--- config.mk ---
export PLATFORM = sky130hd
export DESIGN_NAME = alu_issue
export DESIGN_NICKNAME = d
export VERILOG_FILES = /design/src/rtl/core_pkg.sv /design/src/rtl/alu_issue_scoreboard.sv /design/src/rtl/alu_issue.sv
export SDC_FILE = /design/constraint.sdc
export NUM_CORES = 1
export LEC_CHECK = 0
export CAP_MARGIN = 30
export CORE_MARGIN = 5
export CORE_UTILIZATION = 55
export DETAILED_ROUTE_END_ITERATION = 6
export PLACE_DENSITY = 0.77
export SKIP_LAST_GASP = 1
export SLEW_MARGIN = 20
export SYNTH_ARGS = -nofsm -noshare
export SYNTH_HDL_FRONTEND = slang
export SYNTH_SLANG_ARGS = --single-unit
--- constraint.sdc ---
create_clock -name clk -period 2.6 [get_ports clk]
set_input_delay 0.26 -clock clk [delete_from_list [all_inputs] [get_ports clk]]
set_output_delay 0.26 -clock clk [all_outputs]
set_load 0.1 [all_outputs]
--- src/rtl/core_pkg.sv ---
// core_pkg: shared definitions for the 16-bit core's decode/issue stage.
//   - opcode constants 0..15 (12..15 are illegal)
//   - alusignals bit indices (one-hot ALU control word)
//   - FLAGS_REG: architectural register written by cmp
//   - instruction field offsets
//   - decode_t / decode_inst(): field extraction plus source/destination usage
package core_pkg;

    localparam int NALU      = 12;
    localparam int FLAGS_REG = 7;

    // Instruction field offsets
    localparam int OPC_LSB  = 12;
    localparam int RD_LSB   = 9;
    localparam int RS1_LSB  = 6;
    localparam int IMM_BIT  = 5;
    localparam int RS2_LSB  = 2;

    // Opcodes
    localparam logic [3:0] OP_ADD = 4'd0;
    localparam logic [3:0] OP_LD  = 4'd1;
    localparam logic [3:0] OP_ST  = 4'd2;
    localparam logic [3:0] OP_SUB = 4'd3;
    localparam logic [3:0] OP_MUL = 4'd4;
    localparam logic [3:0] OP_CMP = 4'd5;
    localparam logic [3:0] OP_MOV = 4'd6;
    localparam logic [3:0] OP_OR  = 4'd7;
    localparam logic [3:0] OP_AND = 4'd8;
    localparam logic [3:0] OP_NOT = 4'd9;
    localparam logic [3:0] OP_LSL = 4'd10;
    localparam logic [3:0] OP_LSR = 4'd11;
    localparam logic [3:0] OP_I12 = 4'd12;
    localparam logic [3:0] OP_I13 = 4'd13;
    localparam logic [3:0] OP_I14 = 4'd14;
    localparam logic [3:0] OP_I15 = 4'd15;

    // alusignals bit indices
    localparam int ALU_ADD = 0;
    localparam int ALU_LD  = 1;
    localparam int ALU_ST  = 2;
    localparam int ALU_SUB = 3;
    localparam int ALU_MUL = 4;
    localparam int ALU_CMP = 5;
    localparam int ALU_MOV = 6;
    localparam int ALU_OR  = 7;
    localparam int ALU_AND = 8;
    localparam int ALU_NOT = 9;
    localparam int ALU_LSL = 10;
    localparam int ALU_LSR = 11;

    typedef struct packed {
        logic [3:0] opc;
        logic       legal;
        logic [2:0] rd;
        logic [2:0] rs1;
        logic [2:0] rs2;
        logic       imm;
        logic [4:0] imm5;
        logic       use_rs1;
        logic       use_rs2;
        logic       use_rd;    // st reads rd as store data
        logic       has_dest;
        logic [2:0] dest;      // cmp always targets the flags register
    } decode_t;

    function automatic decode_t decode_inst(input logic [15:0] inst);
        decode_t d;
        d.opc      = inst[OPC_LSB +: 4];
        d.rd       = inst[RD_LSB +: 3];
        d.rs1      = inst[RS1_LSB +: 3];
        d.rs2      = inst[RS2_LSB +: 3];
        d.imm      = inst[IMM_BIT];
        d.imm5     = inst[4:0];
        d.legal    = (d.opc <= OP_LSR);
        d.use_rs1  = d.legal && (d.opc != OP_MOV);
        d.use_rs2  = d.legal && !d.imm && (d.opc != OP_NOT);
        d.use_rd   = d.legal && (d.opc == OP_ST);
        d.has_dest = d.legal && (d.opc != OP_ST);
        d.dest     = (d.opc == OP_CMP) ? 3'(FLAGS_REG) : d.rd;
        return d;
    endfunction

endpackage

--- src/rtl/alu_issue_scoreboard.sv ---
// issue_scoreboard: per-register busy bits for ALU results in flight and the
// resulting issue stall.
//   clk, rst_n   : clock, async active-low reset (clears every busy bit)
//   src_mask     : one bit per register read by the presented instruction
//   dst_chk/dst  : presented instruction writes register dst (WAW check)
//   set_en       : instruction accepted this cycle; mark dst busy
//   wb_en/wb_rd  : writeback returning; clear busy[wb_rd] (a same-cycle set wins)
//   stall        : a used source or the destination is still busy
// Optional macro ALU_ISSUE_WB_BYPASS_EN: a register being written back this
// cycle is treated as free for the stall decision.
module issue_scoreboard #(
    parameter int NREGS = 8,
    parameter int RW    = 3
) (
    input  logic             clk,
    input  logic             rst_n,
    input  logic [NREGS-1:0] src_mask,
    input  logic             dst_chk,
    input  logic [RW-1:0]    dst,
    input  logic             set_en,
    input  logic             wb_en,
    input  logic [RW-1:0]    wb_rd,
    output logic             stall
);

    logic [NREGS-1:0] busy, busy_n, busy_eff, wb_hit;

    always_comb begin
        wb_hit = '0;
        for (int i = 0; i < NREGS; i++)
            wb_hit[i] = wb_en && (wb_rd == RW'(i));
    end

`ifdef ALU_ISSUE_WB_BYPASS_EN
    assign busy_eff = busy & ~wb_hit;
`else
    assign busy_eff = busy;
`endif

    assign stall = (|(src_mask & busy_eff)) || (dst_chk && busy_eff[dst]);

    always_comb begin
        busy_n = busy;
        for (int i = 0; i < NREGS; i++) begin
            if (wb_hit[i])
                busy_n[i] = 1'b0;
            if (set_en && (dst == RW'(i)))
                busy_n[i] = 1'b1;   // set after clear: set wins
        end
    end

    always_ff @(posedge clk or negedge rst_n) begin
        if (!rst_n)
            busy <= '0;
        else
            busy <= busy_n;
    end

endmodule

--- src/rtl/alu_issue.sv ---
// alu_issue: decode/issue stage feeding the execute-stage ALU.
//   clk, rst_n        : clock, async active-low reset
//   inst_valid/inst   : instruction from fetch; inst_ready = accept this cycle
//   alusignals        : one-hot ALU control (0 on bubble)
//   op1/op2/immx      : operands / unextended imm5, isimmediate selects immx as B
//   st_data           : reg[rd] for st
//   issue_rd          : destination tag (7 for cmp)
//   issue_valid       : issue registers hold a real op
//   wb_en/wb_rd/wb_data : ALU writeback into the register file
//   illegal_op        : one-cycle pulse when opcode 12..15 is consumed
// Optional macro ALU_ISSUE_WB_BYPASS_EN: operands read wb_data when the source
// matches a same-cycle writeback, and that register no longer stalls.
module alu_issue
    import core_pkg::*;
#(
    parameter int NREGS = 8,
    parameter int XLEN  = 16
) (
    input  logic            clk,
    input  logic            rst_n,
    input  logic            inst_valid,
    input  logic [15:0]     inst,
    output logic            inst_ready,
    output logic [11:0]     alusignals,
    output logic [XLEN-1:0] op1,
    output logic [XLEN-1:0] op2,
    output logic [4:0]      immx,
    output logic            isimmediate,
    output logic [XLEN-1:0] st_data,
    output logic [2:0]      issue_rd,
    output logic            issue_valid,
    input  logic            wb_en,
    input  logic [2:0]      wb_rd,
    input  logic [XLEN-1:0] wb_data,
    output logic            illegal_op
);

    decode_t          d;
    logic [NREGS-1:0] src_mask;
    logic [11:0]      alu_dec;
    logic             stall, accept;
    logic [XLEN-1:0]  rf [NREGS];
    logic [XLEN-1:0]  rs1_val, rs2_val, rd_val;

    assign d = decode_inst(inst);

    always_comb begin
        src_mask = '0;
        if (d.use_rs1) src_mask[d.rs1] = 1'b1;
        if (d.use_rs2) src_mask[d.rs2] = 1'b1;
        if (d.use_rd)  src_mask[d.rd]  = 1'b1;
    end

    always_comb begin
        alu_dec = '0;
        case (d.opc)
            OP_ADD:  alu_dec[ALU_ADD] = 1'b1;
            OP_LD:   alu_dec[ALU_LD]  = 1'b1;
            OP_ST:   alu_dec[ALU_ST]  = 1'b1;
            OP_SUB:  alu_dec[ALU_SUB] = 1'b1;
            OP_MUL:  alu_dec[ALU_MUL] = 1'b1;
            OP_CMP:  alu_dec[ALU_CMP] = 1'b1;
            OP_MOV:  alu_dec[ALU_MOV] = 1'b1;
            OP_OR:   alu_dec[ALU_OR]  = 1'b1;
            OP_AND:  alu_dec[ALU_AND] = 1'b1;
            OP_NOT:  alu_dec[ALU_NOT] = 1'b1;
            OP_LSL:  alu_dec[ALU_LSL] = 1'b1;
            OP_LSR:  alu_dec[ALU_LSR] = 1'b1;
            default: alu_dec = '0;   // 12..15: illegal, bubble
        endcase
    end

    // Illegal opcodes decode with no sources and no destination, so they
    // never stall and never touch the scoreboard.
    issue_scoreboard #(.NREGS(NREGS), .RW(3)) u_sb (
        .clk      (clk),
        .rst_n    (rst_n),
        .src_mask (src_mask),
        .dst_chk  (d.has_dest),
        .dst      (d.dest),
        .set_en   (accept && d.has_dest),
        .wb_en    (wb_en),
        .wb_rd    (wb_rd),
        .stall    (stall)
    );

    assign inst_ready = !stall;
    assign accept     = inst_valid && inst_ready;

    // Register file: combinational read, written at the edge on writeback.
    always_comb begin
        rs1_val = rf[d.rs1];
        rs2_val = rf[d.rs2];
        rd_val  = rf[d.rd];
`ifdef ALU_ISSUE_WB_BYPASS_EN
        if (wb_en) begin
            if (wb_rd == d.rs1) rs1_val = wb_data;
            if (wb_rd == d.rs2) rs2_val = wb_data;
            if (wb_rd == d.rd)  rd_val  = wb_data;
        end
`endif
    end

    always_ff @(posedge clk or negedge rst_n) begin
        if (!rst_n) begin
            for (int i = 0; i < NREGS; i++)
                rf[i] <= '0;
        end else if (wb_en) begin
            rf[wb_rd] <= wb_data;
        end
    end

    // Issue registers: a bubble clears only alusignals/issue_valid; operand
    // fields hold so the ALU inputs do not toggle needlessly.
    always_ff @(posedge clk or negedge rst_n) begin
        if (!rst_n) begin
            alusignals  <= '0;
            issue_valid <= 1'b0;
            op1         <= '0;
            op2         <= '0;
            st_data     <= '0;
            immx        <= '0;
            isimmediate <= 1'b0;
            issue_rd    <= '0;
            illegal_op  <= 1'b0;
        end else begin
            illegal_op <= accept && !d.legal;
            if (accept && d.legal) begin
                alusignals  <= alu_dec;
                issue_valid <= 1'b1;
                op1         <= rs1_val;
                op2         <= rs2_val;
                st_data     <= rd_val;
                immx        <= d.imm5;
                isimmediate <= d.imm;
                issue_rd    <= d.dest;
            end else begin
                alusignals  <= '0;
                issue_valid <= 1'b0;
            end
        end
    end

endmodule
# Word-level counts from Yosys, hierarchy flattened
# Cells that the tools add are included.
# Widths: inputs -> output; s select.
totals:
  ff_bits: 207
  wordCells: 173
classes:
  order_cmp: 13
  n_eq_ne: 28
  muxes: 54
  bitwise_logic: 7
  reduce_logical: 46
ops:
  columns: ["cell", "count"]
  rows:
  - ["$bmux 16 s3", 3]
  - ["$bwmux 128", 1]
  - ["$mux 16", 7]
  - ["$demux 16 s3", 1]
  - ["$mux 1", 33]
  - ["$logic_and 1x1->1", 30]
  - ["$eq 3x3->1 const B", 8]
  - ["$mux 8", 3]
  - ["$eq 4x3->1 const B", 4]
  - ["$eq 4x4->1 const B", 4]
  - ["$ge 4x4->1 const B", 4]
  - ["$lt 3x4->1 const B", 4]
  - ["$not 3->4", 4]
  - ["$or 8x8->8", 2]
  - ["$reduce_bool 2->1", 8]
  - ["$eq 3x2->1 const B", 4]
  - ["$mux 12", 1]
  - ["$demux 1 s3", 3]
  - ["$ge 3x1->1 const B", 3]
  - ["$and 8x8->8", 1]
  - ["$eq 4x2->1 const B", 2]
  - ["$reduce_or 8->1", 1]
  - ["$eq 3x1->1 const B", 2]
  - ["$logic_not 3->1", 2]
  - ["11 further kinds", 13]

# Longest topological paths before layout
# Gate-level depths: netlist of the first run.
logic_depth:
  depth_word: 17
  mapped_depth: 11

# By module
# From an unflattened synthesis of the first run, not the netlist that was laid out.
hier_totals:
  cells_unflattened: 996
  area_unflattened_um2: 11338.4
by_module_without_submodules:
  columns: ["mod", "instances", "cells_per_inst", "area_each_um2", "seq_area_each_um2"]
  rows:
  - ["alu_issue", 1, 948, 10870.4, 4979.8]
  - ["issue_scoreboard", 1, 48, 467.9, 200.2]

# Least setup slack after synthesis of the first run
# No wires, ideal clock.
synth_timing:
  kind: "input-to-reg"
  startpoint: "input inst[12]"
  endpoint: "register op1[10]"
  setup_ns: 0.125
  t_arrival_ns: 3.450
  required_ns: 2.475
  slack_ns: -0.976
  stages: 11
  path_buffers: 4
  path_cell_list: "buf_2 or4b_1 buf_2 nand2_1 a21oi_1 a22o_1 nor4_4 nand3_2 buf_4 buf_6 mux2_4"
synth_between:
  elab_chain_cells: 13
  elab_cells_between_ends: 26
  classes_between: "order compare: 1; eq/ne: 5; mux: 6; bitwise: 3; reduce/logical: 11"
synth_rtl:
  columns: ["element", "line_no", "text"]
  rows:
  - ["start: declaration", "alu_issue.sv:22", "input logic [15:0] inst,"]
  - ["$le 4x4->1 / $ne 4x3->1 (equally long branches)", "core_pkg.sv:74, core_pkg.sv:75", null]
  - ["$logic_and 1x1->1", "core_pkg.sv:75", "d.use_rs1 = d.legal && (d.opc != OP_MOV);"]
  - ["$mux 8", "alu_issue.sv:49", "if (d.use_rs1) src_mask[d.rs1] = 1'b1;"]
  - ["$or 8x8->8 (no source line)", null, null]
  - ["$mux 8", "alu_issue.sv:50", "if (d.use_rs2) src_mask[d.rs2] = 1'b1;"]
  - ["$or 8x8->8 (no source line)", null, null]
  - ["$mux 8", "alu_issue.sv:51", "if (d.use_rd) src_mask[d.rd] = 1'b1;"]
  - ["$and 8x8->8", "alu_issue_scoreboard.sv:40", "assign stall = (|(src_mask & busy_eff)) || (dst_chk && busy_eff[dst]);"]
  - ["$reduce_or 8->1", "alu_issue_scoreboard.sv:40", null]
  - ["$logic_or 1x1->1 *", "alu_issue_scoreboard.sv:40", null]
  - ["$logic_not 1->1 *", "alu_issue.sv:87", "assign inst_ready = !stall;"]
  - ["via inst_ready", "alu_issue.sv:23", "output logic inst_ready,"]
  - ["$logic_and 1x1->1 *", "alu_issue.sv:88", "assign accept = inst_valid && inst_ready;"]
  - ["$logic_and 1x1->1 *", "alu_issue.sv:128", "if (accept && d.legal) begin"]
  - ["end signal: assignment", "alu_issue.sv:131", "op1 <= rs1_val;"]
  - ["end: declaration", "alu_issue.sv:25", "output logic [XLEN-1:0] op1,"]
# The timed path passes the listed nets; every way through them passes the cells marked *. The select of a mux whose other input is x is not followed.
# A chain may end at the register's enable or synchronous reset.

# Worst setup path after layout of the first run
layout_timing:
  startpoint: "input inst[7]"
  endpoint: "output inst_ready"
layout_between:
  elab_chain_cells: 13
  elab_cells_between_ends: 14
  classes_between: "order compare: 2; mux: 5; bitwise: 3; reduce/logical: 4"
layout_rtl:
  columns: ["element", "line_no"]
  rows:
  - ["$lt 3x4->1 (implied by the code) / $ge 3x1->1 (equally long branches)", "alu_issue.sv:49"]
  - ["$logic_and 1x1->1 (implied by the code)", "alu_issue.sv:49"]
  - ["$mux 1 (implied by the code)", "alu_issue.sv:49"]
  - ["$demux 1 s3 *", "alu_issue.sv:49"]
  - ["$mux 8 *", "alu_issue.sv:49"]
  - ["$or 8x8->8 (no source line)", null]
  - ["$mux 8 *", "alu_issue.sv:50"]
  - ["$or 8x8->8 (no source line)", null]
  - ["$mux 8 *", "alu_issue.sv:51"]
  - ["$and 8x8->8 *", "alu_issue_scoreboard.sv:40"]
  - ["$reduce_or 8->1 *", "alu_issue_scoreboard.sv:40"]
  - ["$logic_or 1x1->1 *", "alu_issue_scoreboard.sv:40"]
  - ["$logic_not 1->1 *", "alu_issue.sv:87"]
  - ["end: declaration", "alu_issue.sv:23"]
# Every way passes the cells marked *; elsewhere a longest branch is shown, timed or not.

==> metrics.txt, run 1 <==
power density over the cells 1100 nW/um^2; register cell area after layout 5180 sq um; CTS max path bufs 3; leading cell types by count after synthesis 211 x sky130_fd_sc_hd__mux2_2, 207 x sky130_fd_sc_hd__dfrtp_1, 50 x sky130_fd_sc_hd__mux4_2; starting density of the core 55.4%; timing-limited maximum frequency 390 MHz; Synthesized Nets 900; Max-slew headroom 47.0%; required time at the endpoint of the critical path 2340 ps; share of final-layout standard cells stronger than drive strength 1 46.6%; Least-Margin Pin Slew 794 ps; Leak 5.91 nW; classification of the worst-slack hold path in -> reg; portion of synthesized cell area occupied by the leading cell type 46.5%; CP arrival 2300 ps; final clock skew 6.25 ps; capturing point of the worst reg2reg path op2[12]; status complete, no violations; Chip Width 152 um; clock tree from TritonCTS yes; clock latency of the later-clocked register in the worst-skew pair 510 ps; DP Worst Slack -352 ps; count of TritonRoute iterations in the first routing pass 5; leading cell types by total area after synthesis sky130_fd_sc_hd__dfrtp_1 46%, sky130_fd_sc_hd__mux2_2 21%, sky130_fd_sc_hd__mux4_2 10%; Residual DRC 0; Final nets 1050; multi-input gate area in the final layout 5680 sq um; final setup slack of the worst path 35.2 ps; Routed wire per std cell 24.2 um; total via count in the routed design 8389; diodes inserted 0; Post-synth ARST share 100%; Starting DRT DRC Count 990; post-layout min period 2560 ps; peak per-stage delay on the critical path 660 ps; die area 23200 sq um; total negative setup slack 0 ps; Top FF cell, synth sky130_fd_sc_hd__dfrtp_1; number of filler cells placed in the layout 1474; area overhead of the layout relative to synthesis 21.9%; first-pass GRT wire length 50200 um; cell type of the slowest stage on the worst timing path sky130_fd_sc_hd__clkdlybuf4s50_1; Detailed Place HPWL 20900 um; overall global routing resource usage 26.9%; crit share post-route 98.6%; Post-Route Utilization 67.6%; number of I/O port buffers 110; Final setup violation count 0; most instantiated library cell after synthesis sky130_fd_sc_hd__mux2_2; standard-cell rows 52; nature of the critical path endpoint output port; GRT overflow 0; syn_area_per_cell 12.9 sq um; post-synth top area cell sky130_fd_sc_hd__dfrtp_1; worst setup path start inst[7]; initial antenna violation count 0; number of max-cap violations 0; number of storage elements in the synthesis netlist 207; Final Routed Wirelength 31400 um; number of max-slew violations in the final report 0; maximum number of pins on one net before global-route repair 68; number of different library cells in the post-synthesis netlist 47; area of the mapped netlist 11100 sq um; GP Congestion 0.966; register-to-register setup slack 70 ps; total power of the final layout 15.0 mW; number of nets with antenna violations after detailed routing 0; worst reg2reg startpoint u_sb.busy[0]; maximum level of the CTS H-tree 1; clock root cell sky130_fd_sc_hd__clkbuf_16; Placeable Area 20100 sq um; maximum VDD drop 1040 uV; largest fanout of any net on the critical path 6; number of flops mapped to enable cells by yosys 0; via count of the first global-routing pass 8517; count of final hold-check violations 0; I/O pin count 111; RSZ-0062 raised after global routing true; drt via density 6.48; startpoint class of the critical path input port; number of cells on the worst reg-to-reg path 10; cell-by-cell trace of the critical path clkdlybuf4s50_1 -> inv_1 -> a31oi_1 -> o221ai_1 -> a22o_1 -> nor4_4 -> buf_6 -> buf_12; clock slew at the register clock pins of the worst setup and hold paths 60 ps; post-synthesis instance total 861; YS warnings 0; die extent in y 152 um; Crit Path Category in -> out; sequential share of the synthesized area 46.5%; capturing element of the worst setup path inst_ready; clock sinks 207; CTS Buf Count 22
-- what timing repair did --
action	4_1_cts	5_1_grt
endpoints found under the setup margin	1	3
resized for setup	11	1
hold endpoints to repair	39	0
hold buffers	1	0
pin swaps	4	1
buffers inserted	4	1
-- cell families (layout without fill, tap and decap cells) --
logic type	count (synthesis)	count (layout)	share of synthesized area (%)
flip-flops	207	207	46.5
AND/OR/NAND/NOR	143	143	6.52
multiplexers	303	303	35.8
buffers and inverters	80	244	2.94
AO/OA/AOI/OAI	128	128	8.28
-- critical path, delay by kind of cell --
kind,cells,cell delay (ps)
and+or+nand+nor,1,250
buffers and inverters,4,1160
AOI/OAI and AO/OA,3,620
-- stage by stage --
stage | hold WS (ps) | instances | area [sq um]
finish | 229 | 1295 | 13600
global route | 238 | 1295 | 13600
CTS | 219 | 1294 | 13600
detailed placement | 209 | 1251 | 12800
global placement | 207 | 1251 | 12800
floorplan | -35.6 | 861 | 11200
-- state kept, by name, summed over array words and instances (netlist names) --
name / flops
immx: 5
u_sb.busy: 8
op1: 16
isimmediate: 1
op2: 16
illegal_op: 1
issue_rd: 3
rf: 128
st_data: 16
alusignals: 12
issue_valid: 1
-- cell type report --
type / count / share of cell area [%]
sequential: 207 / 38.1
clock buffer: 32 / 4.78
clock inverter: 6 / 0.635
inverter: 14 / 0.387
multi-input combinational: 574 / 41.8
tap: 270 / 2.49
timing repair buffer: 192 / 11.8
-- layer usage --
metal,track usage [%],vias up,wire (um)
li1,-,3584,-
met1,38.8,4200,12800
met4,8.01,0,1040
met3,6.02,94,3310
met2,41.2,511,14300
met5,0,-,0
-- cell usage in the layout, fill, tap and decap left out, drive strengths merged, types with 6 or more instances in the layout --
master,instances
o221ai,12
buf,157
nor3,9
o21ai,22
dfrtp,207
clkbuf,33
nor2b,8
clkdlybuf4s50,31
inv,15
a22oi,22
and2,6
mux4,50
mux2i,29
a221oi,23
a22o,7
mux2,224
nand3,7
nand2,45
nor2,38
a21oi,17
nand2b,6
-- report_power, final --
group	total [mW]	leakage [nW]	internal, mW	switching [mW]
clock	3.21	0.359	1.93	1.28
combinational	6.84	3.04	2.22	4.61
sequential	4.95	2.52	4.15	0.797
total	15.0	5.91	8.30	6.69
-- how the worst min path moves through the flow --
stage	startpoint	end	slack, ps	cells after the start
after floorplan	rst_n	alusignals[0]	-40	0
after global placement	rst_n	rf[5]	210	1
after detailed placement	rst_n	rf[69]	210	1
after CTS	inst[12]	alusignals[8]	220	3
after global routing	inst[12]	alusignals[0]	240	3
final	inst[12]	alusignals[8]	230	3
(Power assumes the default switching activity.)
==> run 2: changes to the inputs <==
--- a/config.mk
+++ b/config.mk
@@ -5,6 +5,7 @@
 export SDC_FILE = /design/constraint.sdc
 export NUM_CORES = 1
 export LEC_CHECK = 0
+export ABC_AREA = 1
 export CAP_MARGIN = 30
 export CORE_MARGIN = 5
 export CORE_UTILIZATION = 55
==> metrics.txt, run 2 <==
status complete, no violations; final instance area 13200 sq um; maximum VDD drop 516 uV; nature of the critical path endpoint output port; diodes inserted 0; mux contribution to synthesized area 0%; Placeable Area 19500 sq um; final clock skew 13.9 ps; fraction of the mapped netlist area in compound gates 19.8%; synthesized-area fraction occupied by adder cells 0%; Leak 6.48 nW; number of cells on the worst reg-to-reg path 12; Starting DRT DRC Count 1419; simple logic cell fraction of the synthesized area 24.1%; overall global routing resource usage 33.3%; I/O pin count 111; largest fanout of any net on the critical path 20; standard-cell rows 51; sequential share of the synthesized area 47.2%; most common library cell in the layout ignoring fill and taps sky130_fd_sc_hd__nand2_1; GP Congestion 0.964; post-synth top area cell sky130_fd_sc_hd__dfrtp_1; Post-synth ARST share 100%; post-layout min period 2480 ps; clock sinks 207; GRT overflow 0; CP arrival 2220 ps; Final Routed Wirelength 38400 um; Synthesized Nets 1477; maximum level of the CTS H-tree 1; CTS max path bufs 3; power density over the cells 966 nW/um^2; timing-limited maximum frequency 404 MHz; Crit Path Category in -> out; share of final-layout standard cells stronger than drive strength 1 13.7%; cell type group with the largest total delay on the critical path buffers and inverters; required time at the endpoint of the critical path 2340 ps; Detailed Place HPWL 25500 um; Final setup violation count 0; peak per-stage delay on the critical path 620 ps; via count of the first global-routing pass 10306; largest reg by FF count rf; startpoint class of the critical path input port; Least-Margin Pin Slew 735 ps; cell type of the slowest stage on the worst timing path sky130_fd_sc_hd__clkdlybuf4s50_1; parity-gate share of the synthesized area counting xor and xnor cells 0%; clock tree from TritonCTS yes; leading cell types by total area after synthesis sky130_fd_sc_hd__dfrtp_1 47%, sky130_fd_sc_hd__nand2_1 13%, sky130_fd_sc_hd__o21ai_0 9.6%; Chip Width 151 um; capturing point of the worst reg2reg path alusignals[6]; number of storage elements in the synthesis netlist 207; total via count in the routed design 11297; worst reg2reg startpoint u_sb.busy[0]; number of I/O port buffers 110; number of flops mapped to enable cells by yosys 0; cell-by-cell trace of the critical path clkdlybuf4s50_1 -> inv_1 -> nand3_1 -> inv_1 -> nand2_1 -> nand3_1 -> nand2_1 -> nand2_1 -> nor2_1 -> nand2_1 -> nor2_4 -> buf_12 -> buf_12; total negative setup slack 0 ps; launch point of the worst hold path inst[13]; number of nets with antenna violations after detailed routing 0; clock root cell sky130_fd_sc_hd__clkbuf_16; post-CTS setup buffer count 0; starting density of the core 56.2%; Max-slew headroom 51.0%; area of the mapped netlist 11000 sq um; commonest non-fill, non-tap cells in the layout 383 x sky130_fd_sc_hd__nand2_1, 210 x sky130_fd_sc_hd__o21ai_0, 207 x sky130_fd_sc_hd__dfrtp_1; Largest register FFs 128; dominant combinational cell family by area after synthesis simple AND/OR/NAND/NOR gates; most used cell along the critical path sky130_fd_sc_hd__nand2_1; clock latency of the later-clocked register in the worst-skew pair 530 ps; CTS Buf Count 22; RSZ-0062 raised after global routing false; number of max-cap violations 0; classification of the worst-slack hold path in -> reg; first-pass GRT wire length 58600 um; initial antenna violation count 1; total power of the final layout 12.7 mW; Post-Route Utilization 67.5%; Residual DRC 0; portion of synthesized cell area occupied by the leading cell type 47.2%; drt via density 6.15; clock slew at the register clock pins of the worst setup and hold paths 60 ps; die area 22900 sq um; worst setup path start inst[8]; die extent in y 151 um; final setup slack of the worst path 123 ps; YS warnings 0; number of max-slew violations in the final report 0; Top FF cell, synth sky130_fd_sc_hd__dfrtp_1; most instantiated library cell after synthesis sky130_fd_sc_hd__nand2_1; DP Worst Slack 52.9 ps; count of TritonRoute iterations in the first routing pass 7; area overhead of the layout relative to synthesis 20.2%; Final nets 1597; post-synthesis instance total 1438; count of final hold-check violations 0; number of cells on the worst hold path 3; endpoint of the worst hold path alusignals[11]; post-placement cell area 12500 sq um; maximum number of pins on one net before global-route repair 79; syn_area_per_cell 7.62 sq um; register-to-register setup slack 880 ps; leading cell types by count after synthesis 386 x sky130_fd_sc_hd__nand2_1, 210 x sky130_fd_sc_hd__o21ai_0, 207 x sky130_fd_sc_hd__dfrtp_1; Routed wire per std cell 20.9 um; number of buffers and inverters on the critical path 5; number of different library cells in the post-synthesis netlist 34; crit share post-route 95.3%
## run 2: power by group
group / internal (mW) / switching [mW] / leakage [nW]
registers: 3.96 / 0.608 / 2.64
logic: 1.18 / 4.02 / 3.50
clock network: 1.65 / 1.31 / 0.332
## run 2: cell families (layout without fill, tap and decap cells)
| logic type | count (synthesis) | after routing |
|---|---|---|
| compound gates | 380 | 380 |
| simple gates | 611 | 611 |
| buf+inv | 240 | 374 |
| flops | 207 | 207 |
## run 2: worst max path at each step
| stage | end | slack [ps] | cells after the start |
|---|---|---|---|
| after floorplan | op1[14] | 530 | 17 |
| after CTS | inst_ready | 40 | 13 |
| after detailed placement | inst_ready | 50 | 13 |
| after global routing | inst_ready | 20 | 13 |
| final | inst_ready | 120 | 13 |
| after global placement | inst_ready | 50 | 13 |
## run 2: layout make-up
class | instances | area, sq um
fillers | 1619 | 6350
flip-flops and latches | 207 | 5180
multi-input cells | 991 | 4830
repair buffers | 184 | 1600
clock buffers | 29 | 607
inverters | 152 | 571
well taps | 265 | 332
clock inverters | 9 | 62.6
## run 2: what timing repair did
item	CTS	global route
hold endpoints to repair	59	0
endpoints found under the setup margin	0	1
hold buffers	1	0
resized for setup	0	7
## run 2: layer usage
layer / part of all wire (%) / wire length (um) / GRT usage (%)
met5: 0.031 / 12 / 0
met4: 4.5 / 1740 / 13.5
met3: 14 / 5210 / 8.56
met2: 41 / 15900 / 48.8
met1: 40 / 15500 / 47.5
## run 2: worst reg2reg max path, delay by kind of cell (launching register included)
| family | cells | cell delay, ps |
|---|---|---|
| buf+inv | 2 | 270 |
| simple gates | 10 | 920 |
| flops | 1 | 430 |
## run 2: stage by stage
| stage | hold slack (ps) | std cells |
|---|---|---|
| after floorplan | -35.6 | 1438 |
| after global routing | 146 | 1837 |
| after CTS | 189 | 1837 |
| after detailed placement | 292 | 1798 |
| after global placement | 285 | 1798 |
| final | 128 | 1837 |
==> run 3: changes to the inputs <==
--- a/config.mk
+++ b/config.mk
@@ -11,7 +11,6 @@
 export CORE_UTILIZATION = 55
 export DETAILED_ROUTE_END_ITERATION = 6
 export PLACE_DENSITY = 0.77
-export SKIP_LAST_GASP = 1
 export SLEW_MARGIN = 20
 export SYNTH_ARGS = -nofsm -noshare
 export SYNTH_HDL_FRONTEND = slang
==> results of run 3 <==
The final DEF is identical to that of run 2; final timing and power are the same.
